==> config.mk <==
export PLATFORM = sky130hd
export DESIGN_NAME = inst_queue
export DESIGN_NICKNAME = d
export VERILOG_FILES = /design/src/rtl/inst_queue.sv
export SDC_FILE = /design/constraint.sdc
export NUM_CORES = 1
export LEC_CHECK = 0
export ABC_AREA = 0
export CAP_MARGIN = 40
export CORE_MARGIN = 3
export CORE_UTILIZATION = 35
export CTS_BUF_LIST = sky130_fd_sc_hd__clkbuf_16
export DETAILED_ROUTE_END_ITERATION = 10
export GPL_TIMING_DRIVEN = 1
export PLACE_DENSITY = 0.64
export SETUP_SLACK_MARGIN = 0.05
export SYNTH_ARGS = -nofsm -noshare
export SYNTH_HDL_FRONTEND = slang
export SYNTH_SLANG_ARGS = --single-unit
==> constraint.sdc <==
create_clock -name clk -period 6 [get_ports clk]
set_input_delay 0.9 -clock clk [delete_from_list [all_inputs] [get_ports clk]]
set_output_delay 0.9 -clock clk [all_outputs]
set_load 0.03 [all_outputs]
==> src/rtl/inst_queue.sv <==
// -----------------------------------------------------------------------------
// inst_queue_pkg / inst_queue
//
// Purpose: in-order instruction queue between fetch and decode/issue. Fetched
// pipe_in_t records are held in a circular buffer. The queue back-pressures
// fetch through `full`, and a flush from a pc redirect empties it in one cycle.
//
// Parameters:
//   DEPTH     : number of entries (power of two, >= 2)
//   CW        : occupancy counter width, $clog2(DEPTH+1)
// Ports:
//   clk       : clock, rising-edge active
//   reset     : asynchronous active-low reset
//   flush     : synchronous redirect flush; takes priority over enq/deq
//   enq_valid : fetch presents enq_data this cycle
//   enq_data  : 67-bit record from fetch
//   full      : no free entry; fetch stalls with enable = ~full
//   deq_ready : decode/issue consumes the head this cycle
//   deq_valid : head entry is valid
//   deq_data  : head record, read combinationally from storage
//   count     : current occupancy, 0..DEPTH
// -----------------------------------------------------------------------------
package inst_queue_pkg;
  typedef struct packed {
    logic [31:0] pc;
    logic [31:0] instruction;
    logic        prediction;
    logic        branch;
    logic        jump;
  } pipe_in_t;
endpackage

module inst_queue
  import inst_queue_pkg::*;
#(
  parameter int DEPTH = 8,
  parameter int CW    = $clog2(DEPTH + 1)
) (
  input  logic          clk,
  input  logic          reset,
  input  logic          flush,
  input  logic          enq_valid,
  input  pipe_in_t      enq_data,
  output logic          full,
  input  logic          deq_ready,
  output logic          deq_valid,
  output pipe_in_t      deq_data,
  output logic [CW-1:0] count
);

  localparam int PW = $clog2(DEPTH);

  logic [PW-1:0] head_q, head_d;
  logic [PW-1:0] tail_q, tail_d;
  logic [CW-1:0] count_q, count_d;
  pipe_in_t      mem_q [DEPTH];

  logic enq_fire_s;
  logic deq_fire_s;

  // full and deq_valid decode the count register only, so there is no
  // combinational path from deq_ready into the enqueue decision.
  assign full      = (count_q == CW'(DEPTH));
  assign deq_valid = (count_q != {CW{1'b0}});
  assign deq_data  = mem_q[head_q];
  assign count     = count_q;

  assign enq_fire_s = enq_valid & ~full & ~flush;
  assign deq_fire_s = deq_valid & deq_ready & ~flush;

  // Next-state computation for the pointers and the occupancy count
  always_comb begin
    head_d  = head_q;
    tail_d  = tail_q;
    count_d = count_q;
    if (flush) begin
      head_d  = {PW{1'b0}};
      tail_d  = {PW{1'b0}};
      count_d = {CW{1'b0}};
    end else begin
      // DEPTH is a power of two, so the pointers wrap by natural overflow
      if (enq_fire_s) begin
        tail_d = tail_q + PW'(1);
      end else begin
        tail_d = tail_q;
      end
      if (deq_fire_s) begin
        head_d = head_q + PW'(1);
      end else begin
        head_d = head_q;
      end
      case ({enq_fire_s, deq_fire_s})
        2'b10:   count_d = count_q + CW'(1);
        2'b01:   count_d = count_q - CW'(1);
        default: count_d = count_q;
      endcase
    end
  end

  // Pointer and count registers; reset returns the queue to empty
  always_ff @(posedge clk or negedge reset) begin
    if (!reset) begin
      head_q  <= {PW{1'b0}};
      tail_q  <= {PW{1'b0}};
      count_q <= {CW{1'b0}};
    end else begin
      head_q  <= head_d;
      tail_q  <= tail_d;
      count_q <= count_d;
    end
  end

  // Entry storage; contents are only meaningful between head and tail, so it
  // is neither reset nor cleared on flush
  always_ff @(posedge clk) begin
    if (enq_fire_s) begin
      mem_q[tail_q] <= enq_data;
    end
  end

endmodule

==> results of run 1 <==
flip-flops by register name, indices dropped and copies added (netlist names):
name	flops
mem_q	536
head_q	3
tail_q	3
count	4
where the power goes:
part	total, W	switching, W	internal, W
registers	0.00447	0.000143	0.00433
logic	0.00204	0.00103	0.00101
clock network	0.00344	0.00141	0.00202
total	0.00995	0.00258	0.00737
metrics by stage:
step                hold WS [ns]  setup slack, ns
floorplan                  0.546             1.23
global placement           0.581             2.08
detailed placement         0.626             2.05
CTS                        0.610             1.44
global route               0.641             1.37
finish                     0.631             1.62
worst max-delay path by stage:
stage / endpoint / slack (ns)
after global placement: mem_q[3][39]$_DFFE_PP_ / 2.08
after floorplan: mem_q[2][0]$_DFFE_PP_ / 1.23
after global routing: deq_data[18] / 1.37
final: deq_data[7] / 1.62
after CTS: deq_data[7] / 1.44
after detailed placement: mem_q[2][51]$_DFFE_PP_ / 2.05
cell type report:
| class | instances | area (sq um) | share of cell area, % |
|---|---|---|---|
| repair buffers | 169 | 1730 | 6.87 |
| multi-input cells | 262 | 4300 | 17.0 |
| well taps | 765 | 957 | 3.80 |
| clock inverters | 49 | 472 | 1.87 |
| diodes | 2 | 5.00 | 0.0199 |
| flip-flops and latches | 546 | 16400 | 64.9 |
| inverters | 1 | 3.75 | 0.0149 |
| clock buffers | 55 | 1380 | 5.46 |
placed cells by master (no fill, tap or decap), types with 2 or more instances in the layout:
cell type                         netlist  final
sky130_fd_sc_hd__clkinv_1               0     17
sky130_fd_sc_hd__nand2b_1               2      2
sky130_fd_sc_hd__clkinvlp_4             0      2
sky130_fd_sc_hd__nor2_1                15      9
sky130_fd_sc_hd__mux2i_1                4      4
sky130_fd_sc_hd__edfxtp_1             536    536
sky130_fd_sc_hd__inv_6                  0      2
sky130_fd_sc_hd__dfrtp_4                0      3
sky130_fd_sc_hd__dfrtp_1               10      7
sky130_fd_sc_hd__xnor2_1                3      3
sky130_fd_sc_hd__inv_1                  1      5
sky130_fd_sc_hd__nor3_4                 0      2
sky130_fd_sc_hd__buf_4                  1     18
sky130_fd_sc_hd__mux2_2                67     67
sky130_fd_sc_hd__clkdlybuf4s50_1        0    144
sky130_fd_sc_hd__nand3_1                2      2
sky130_fd_sc_hd__a211oi_1               2      2
sky130_fd_sc_hd__diode_2                0      2
sky130_fd_sc_hd__buf_16                 0      2
sky130_fd_sc_hd__xor2_1                 3      3
sky130_fd_sc_hd__nand2_1                3      3
sky130_fd_sc_hd__buf_12                 0      5
sky130_fd_sc_hd__ha_1                   4      4
sky130_fd_sc_hd__clkbuf_16              0     55
sky130_fd_sc_hd__bufinv_16              0      8
sky130_fd_sc_hd__mux4_2               134    134
sky130_fd_sc_hd__nor2_4                 0      6
sky130_fd_sc_hd__clkinv_2               0     13
sky130_fd_sc_hd__a21oi_1                2      2
worst max-delay path, cell delays in order, from the launching register on:
cell                              delay, ns
sky130_fd_sc_hd__dfrtp_4               0.93
sky130_fd_sc_hd__buf_4                 0.46
sky130_fd_sc_hd__mux4_2                0.57
sky130_fd_sc_hd__mux2_2                0.29
sky130_fd_sc_hd__clkdlybuf4s50_1       0.60
cells by family after synthesis:
logic type | synth area share, %
adders and majority gates | 0.337
and+or+nand+nor | 0.926
buffers and inverters | 1.12
AOI/OAI and AO/OA | 0.481
muxes | 18.3
DFF | 78.6
xor gates and xnor gates | 0.253
layer usage:
layer  GRT usage [%]  vias to the layer above  wire length (microns)
met4            2.87                        2                    627
met2            23.1                      204                  21300
met1            17.7                     4938                  17400
met3            2.95                       60                   2270
met5               0                        -                     20
li1                -                     4022                      -
synth_stat cells (all sizes together) (2+ instances only):
cell type / n
a211oi: 3
a21oi: 3
buf: 24
clkbuf: 17
dfrtp: 10
edfxtp: 536
ha: 4
mux2: 67
mux2i: 4
mux4: 134
nand2: 3
nand2b: 2
nand3: 3
nor2: 15
nor3: 3
xnor2: 3
xor2: 3
==> results by group, run 1 <==
Cells and area
  • Post-route design area: 25200 sq um
  • FILL cells: between 4000 and 5000
  • Fraction of final layout cells sized beyond drive strength 1: between 30% and 40%
  • Area overhead of the layout relative to synthesis: 21.1%
  • Fin util: a little over two fifths
  • Final Non-Filler Cells: ~1800
  • Number of nets in the finished design: 1112

Worst setup path
  • CP Data Arrival Time: 3.48 ns
  • Register-to-register setup slack: 2.85 ns
  • Source of the worst register-to-register timing path: count[0]$_DFFE_PN0P_
  • Class of the most critical setup path: reg2out
  • Critical path launch point: head_q[0]$_DFFE_PN0P_
  • Biggest fanout along the worst timing path: 36
  • Element type at the critical path start: register
  • Required time of the worst setup path: roughly 5.1 ns
  • Capturing element type of the critical path: primary output
  • Reg2reg end: mem_q[2][51]$_DFFE_PP_
  • FF-to-FF path depth: 5

Place
  • Estimated wirelength of the detail-placed design: 23900 microns
  • Routability-driven placement congestion ratio: 0.709
  • Number of I/O port buffers: 144
  • Cell area reported after detailed placement: about 23000 sq um
  • Post-placement cell count: about 1700

Drt
  • Count of vias placed by the detailed router: 9226
  • Vias/cell: between 4 and 5
  • DRC violations left: 0
  • Wirelength per Cell: 22.5 microns
  • Drt initial violations: between 600 and 700
  • Wirelength, routed: roughly 42000 microns
  • Count of TritonRoute iterations in the first routing pass: 4
  • Post-route ant nets: 0

Clock tree
  • Clock insertion delay at the later pin of the skew report: 0.59 ns
  • Total CTS buffers: 55
  • # H-tree levels: 2
  • TritonCTS clock tree: done
  • Post-CTS resize count: 0
  • Clock sink count: around 550
  • Setup Buffers After CTS: 0
  • Clock-pin slew of the registers on the worst-case setup and hold paths: 0.07 ns
  • CTS Root Cell: sky130_fd_sc_hd__clkbuf_16
  • Cts hold-fix bufs: 0
  • Clock Path Buffers: 3

Global routing
  • Initial antenna violation count: 2
  • First-pass GRT wire length: around 64000 microns
  • Global routing usage summed across all routing layers: roughly 13%
  • Largest net degree at the start of global routing: 70
  • Number of global-route vias before repair: 10121
  • Remaining global-route overflow: 0

Yosys
  • Yosys warning total: 0
  • Register bit count reported by yosys: roughly 550
  • Avg Cell Area, Syn: between 20 and 25 sq um
  • Top flip-flop cell by instance count after synthesis: sky130_fd_sc_hd__edfxtp_1
  • Number of enable-type register cells in the synthesized netlist: approximately 540
  • Number of different library cells in the post-synthesis netlist: 38
  • Post-synthesis instance area: roughly 21000 sq um
  • Largest area contributor in the synthesized netlist: sky130_fd_sc_hd__edfxtp_1
  • Largest cells by area after synthesis: sky130_fd_sc_hd__edfxtp_1 77%, sky130_fd_sc_hd__mux4_2 15%, sky130_fd_sc_hd__mux2_2 3.6%
  • Synth Net Count: 927
  • Fraction of the yosys area taken by sequential cells: between 70% and 80%
  • Share of synthesized flip-flops with an asynchronous set or reset: about 1.8%
  • Fraction of synthesized cell area taken by the top area cell type: between 70% and 80%
  • Gate Count Post-Synth: between 800 and 900

STA
  • Shortest period the worst path allows: around 4.4 ns
  • RSZ-0062 raised after global routing: false
  • Tightest slew margin relative to the limit: 43.7%
  • Clk_skew: 0.0210 ns
  • Setup_tns: 0 ns
  • Number of max-slew violations in the final report: 0
  • Worst Max-Slew Pin Slew: 0.844 ns
  • Final cycle utilization of the critical path: roughly 73%
  • Setup Viol. Count Final: 0
  • Number of hold violations in the final report: 0
  • Maximum frequency from static timing analysis: 228 MHz

Floorplanning
  • Height of the die: between 200 and 250 microns
  • I/O pin count: around 150
  • Die outline area: ~62000 sq um
  • Initial standard-cell utilization of the core: 35.7%
  • Core footprint: about 58000 sq um
  • Core Rows: between 80 and 90
  • Die width: around 250 microns

Power and ir drop
  • Leakage power summed over all cells: around 7.8 nW
  • Cell Pwr Density: around 390 nW/um^2
  • Post-layout power: between 0.009 and 0.01 W
  • IR drop worst, VDD: approximately 0.29 mV

Run
  • Number of max-capacitance violations reported: 0

Run status
  • Run status: finished, final reports clean

Hold path
  • Min-delay worst type: in2async
Note: power is estimated with default switching activity, not from simulation.
==> run 2: changes to the inputs <==
--- a/config.mk
+++ b/config.mk
@@ -12,7 +12,7 @@
 export CTS_BUF_LIST = sky130_fd_sc_hd__clkbuf_16
 export DETAILED_ROUTE_END_ITERATION = 10
 export GPL_TIMING_DRIVEN = 1
-export PLACE_DENSITY = 0.64
+export PLACE_DENSITY = 0.62
 export SETUP_SLACK_MARGIN = 0.05
 export SYNTH_ARGS = -nofsm -noshare
 export SYNTH_HDL_FRONTEND = slang
==> constraint.sdc (replaced) <==
create_clock -name clk -period 4.1 [get_ports clk]
set_input_delay 0.615 -clock clk [delete_from_list [all_inputs] [get_ports clk]]
set_output_delay 0.615 -clock clk [all_outputs]
set_load 0.03 [all_outputs]
==> results by group, run 2 (same netlist as run 1, synthesis figures left out) <==
Cells and area
  • Most common cell after layout, fill and taps aside: sky130_fd_sc_hd__edfxtp_1
  • Largest register by flop count: mem_q
  • Fraction of final layout cells sized beyond drive strength 1: 29.8% (-0.36 points)
  • Commonest cells after routing, fill and taps aside: 536 x sky130_fd_sc_hd__edfxtp_1, 144 x sky130_fd_sc_hd__clkdlybuf4s50_1, 134 x sky130_fd_sc_hd__mux4_2
  • Max FFs per register: 536 (unchanged)
  • Area overhead of the layout relative to synthesis: 21.6%
  • Fin util: 43.4% (+0.17 points)
  • Number of nets in the finished design: 1117 (+0.45%)

Global routing
  • First-pass GRT wire length: 64700 microns (+0.83%)
  • Largest net degree at the start of global routing: 68 (-2.9%)
  • Initial antenna violation count: 2 (unchanged)
  • Remaining global-route overflow: 0 (unchanged)
  • Global routing usage summed across all routing layers: 13.7% (+0.27 points)
  • Number of global-route vias before repair: 10020 (-1.0%)

Power and ir drop
  • Leakage power summed over all cells: 7.81 nW (+0.64%)
  • IR drop worst, VDD: 0.293 mV (+2.7%)
  • Cell Pwr Density: 564 nW/um^2 (+43%)

Drt
  • DRC violations left: 0 (unchanged)
  • Vias/cell: 4.98 (-0.21%)
  • Wirelength per Cell: 23.0 microns (+2.3%)
  • Count of vias placed by the detailed router: 9217 (-0.098%)
  • Wirelength, routed: 42600 microns (+2.4%)
  • Post-route ant nets: 0 (unchanged)
  • Count of TritonRoute iterations in the first routing pass: 4 (unchanged)
  • Drt initial violations: 561 (-16%)

Floorplanning
  • I/O pin count: 145 (unchanged)
  • Die outline area: 62400 sq um (unchanged)
  • Core footprint: 58200 sq um (unchanged)
  • Core Rows: 88 (unchanged)
  • Height of the die: 250 microns (unchanged)
  • Die width: 250 microns (unchanged)
  • Initial standard-cell utilization of the core: 35.7% (unchanged)

STA
  • Worst Max-Slew Pin Slew: 0.709 ns (-0.136 ns)
  • Clk_skew: 0.0146 ns (-0.00636 ns)
  • Tightest slew margin relative to the limit: 52.8% (+9.0 points)
  • RSZ-0062 raised after global routing: false
  • Setup Viol. Count Final: 0 (unchanged)
  • Maximum frequency from static timing analysis: 262 MHz
  • Final cycle utilization of the critical path: between 90% and 100%
  • Number of max-slew violations in the final report: 0 (unchanged)
  • PnR worst setup slack: 0.281 ns (-1.34 ns)
  • Shortest period the worst path allows: approximately 3.8 ns
  • Number of hold violations in the final report: 0 (unchanged)

Worst setup path
  • Biggest fanout along the worst timing path: 37 (+2.8%)
  • Required time of the worst setup path: 3.48 ns (-1.62 ns)
  • Critical Path Max Stage Delay: 0.75 ns (-0.18 ns)
  • Capturing element type of the critical path: primary output
  • Critical path buffer and inverter count: 2 (unchanged)
  • Cell class contributing the biggest share of worst-path delay: buffers and inverters
  • CP Data Arrival Time: 3.20 ns (-0.28 ns)
  • Element type at the critical path start: register
  • Ordered cell list for the critical path: buf_12 > mux4_2 > mux2_2 > clkdlybuf4s50_1
  • CP max-delay cell: sky130_fd_sc_hd__dfrtp_4
  • Class of the most critical setup path: reg2out

Clock tree
  • Cts hold-fix bufs: 0 (unchanged)
  • TritonCTS clock tree: done
  • Clock insertion delay at the later pin of the skew report: 0.59 ns (about the same)
  • Post-CTS resize count: 0 (unchanged)
  • CTS Root Cell: sky130_fd_sc_hd__clkbuf_16
  • Clock-pin slew of the registers on the worst-case setup and hold paths: 0.06 ns (about the same)
  • # H-tree levels: 2 (unchanged)
  • Clock Path Buffers: 3 (unchanged)
  • Clock sink count: 546 (unchanged)
  • Total CTS buffers: 56 (+1.8%)
  • Setup Buffers After CTS: 0 (unchanged)

Run status
  • Run status: finished, final reports clean

Run
  • Number of max-capacitance violations reported: 0 (unchanged)

Hold path
  • Min-delay worst type: in2async

Place
  • Setup WS pre-CTS: 0.827 ns (-1.23 ns)
  • Estimated wirelength of the detail-placed design: 23200 microns (-2.9%)
  • Number of I/O port buffers: 144 (unchanged)
  • Routability-driven placement congestion ratio: 0.700 (-1.2%)
## run 2: changes by cell type in the layout (fill, tap and decap cells not counted), moves of 3 or more
cell and delta:
sky130_fd_sc_hd__buf_12 +19, sky130_fd_sc_hd__bufinv_16 -5, sky130_fd_sc_hd__clkinv_1 -6, sky130_fd_sc_hd__inv_1 +12
sky130_fd_sc_hd__clkinv_2 -3, sky130_fd_sc_hd__buf_4 -13
## run 2: cell type report
| class | instances | area [sq um] |
|---|---|---|
| clock buffers | 57 | 1430 |
| multi-input cells | 262 | 4300 |
| repair buffers | 173 | 1960 |
| fillers | 4904 | 33000 |
| clock inverters | 46 | 293 |
| inverters | 1 | 3.75 |
| flip-flops and latches | 546 | 16400 |
| diodes | 1 | 2.50 |
| well taps | 765 | 957 |
## run 2: routing by layer
metal	GRT usage [%]	up-vias	part of all wire, %
met3	2.45	66	4.9
met1	18.4	4903	42
met4	3.53	4	1.8
met5	0	-	0.066
met2	23.3	222	51
li1	-	4022	-
## run 2: where the power goes
part	switching, W	internal [W]	total, W
Sequential	0.000182	0.00634	0.00652
Clock	0.00202	0.00270	0.00472
Combinational	0.00152	0.00151	0.00303
## run 2: path summary, 6_finish.rpt
path / to / from / slack, ns / depth (start not counted)
max: deq_data[43] / head_q[0]$_DFFE_PN0P_ / 0.28 / 4
min: head_q[1]$_DFFE_PN0P_ / reset / 0.36 / 1
max reg2reg: count[3]$_DFFE_PN0P_ / count[1]$_DFFE_PN0P_ / 1.06 / 8
min reg2reg: tail_q[0]$_DFFE_PN0P_ / tail_q[0]$_DFFE_PN0P_ / 0.62 / 2
max in group asynchronous: head_q[0]$_DFFE_PN0P_ / reset / 3.38 / 1
min in group clk: tail_q[0]$_DFFE_PN0P_ / tail_q[0]$_DFFE_PN0P_ / 0.62 / 2
## run 2: worst reg2reg max path: stages, from the launching register on
cell and delay [ns]:
sky130_fd_sc_hd__dfrtp_1 0.51, sky130_fd_sc_hd__or4b_1 0.73, sky130_fd_sc_hd__a21oi_2 0.25, sky130_fd_sc_hd__nor2b_1 0.29, sky130_fd_sc_hd__ha_1 0.29, sky130_fd_sc_hd__a21o_1 0.20, sky130_fd_sc_hd__a21oi_1 0.20, sky130_fd_sc_hd__nor3b_1 0.07
sky130_fd_sc_hd__or3b_1 0.37
## run 2: stage by stage
step / hold WS [ns] / cells / cell area, sq um / total power [W] / TNS (ns)
2_1_floorplan: 0.319 / 850 / 20800 / 0.00862 / -160.53
3_3_place_gp: 0.575 / 1747 / 23600 / 0.00971 / 0
3_5_place_dp: 0.591 / 1747 / 23600 / 0.00974 / 0
4_1_cts: 0.332 / 1850 / 25300 / 0.0145 / 0
5_1_grt: 0.356 / 1850 / 25300 / 0.0149 / 0
6_report: 0.356 / 1851 / 25300 / 0.0143 / 0
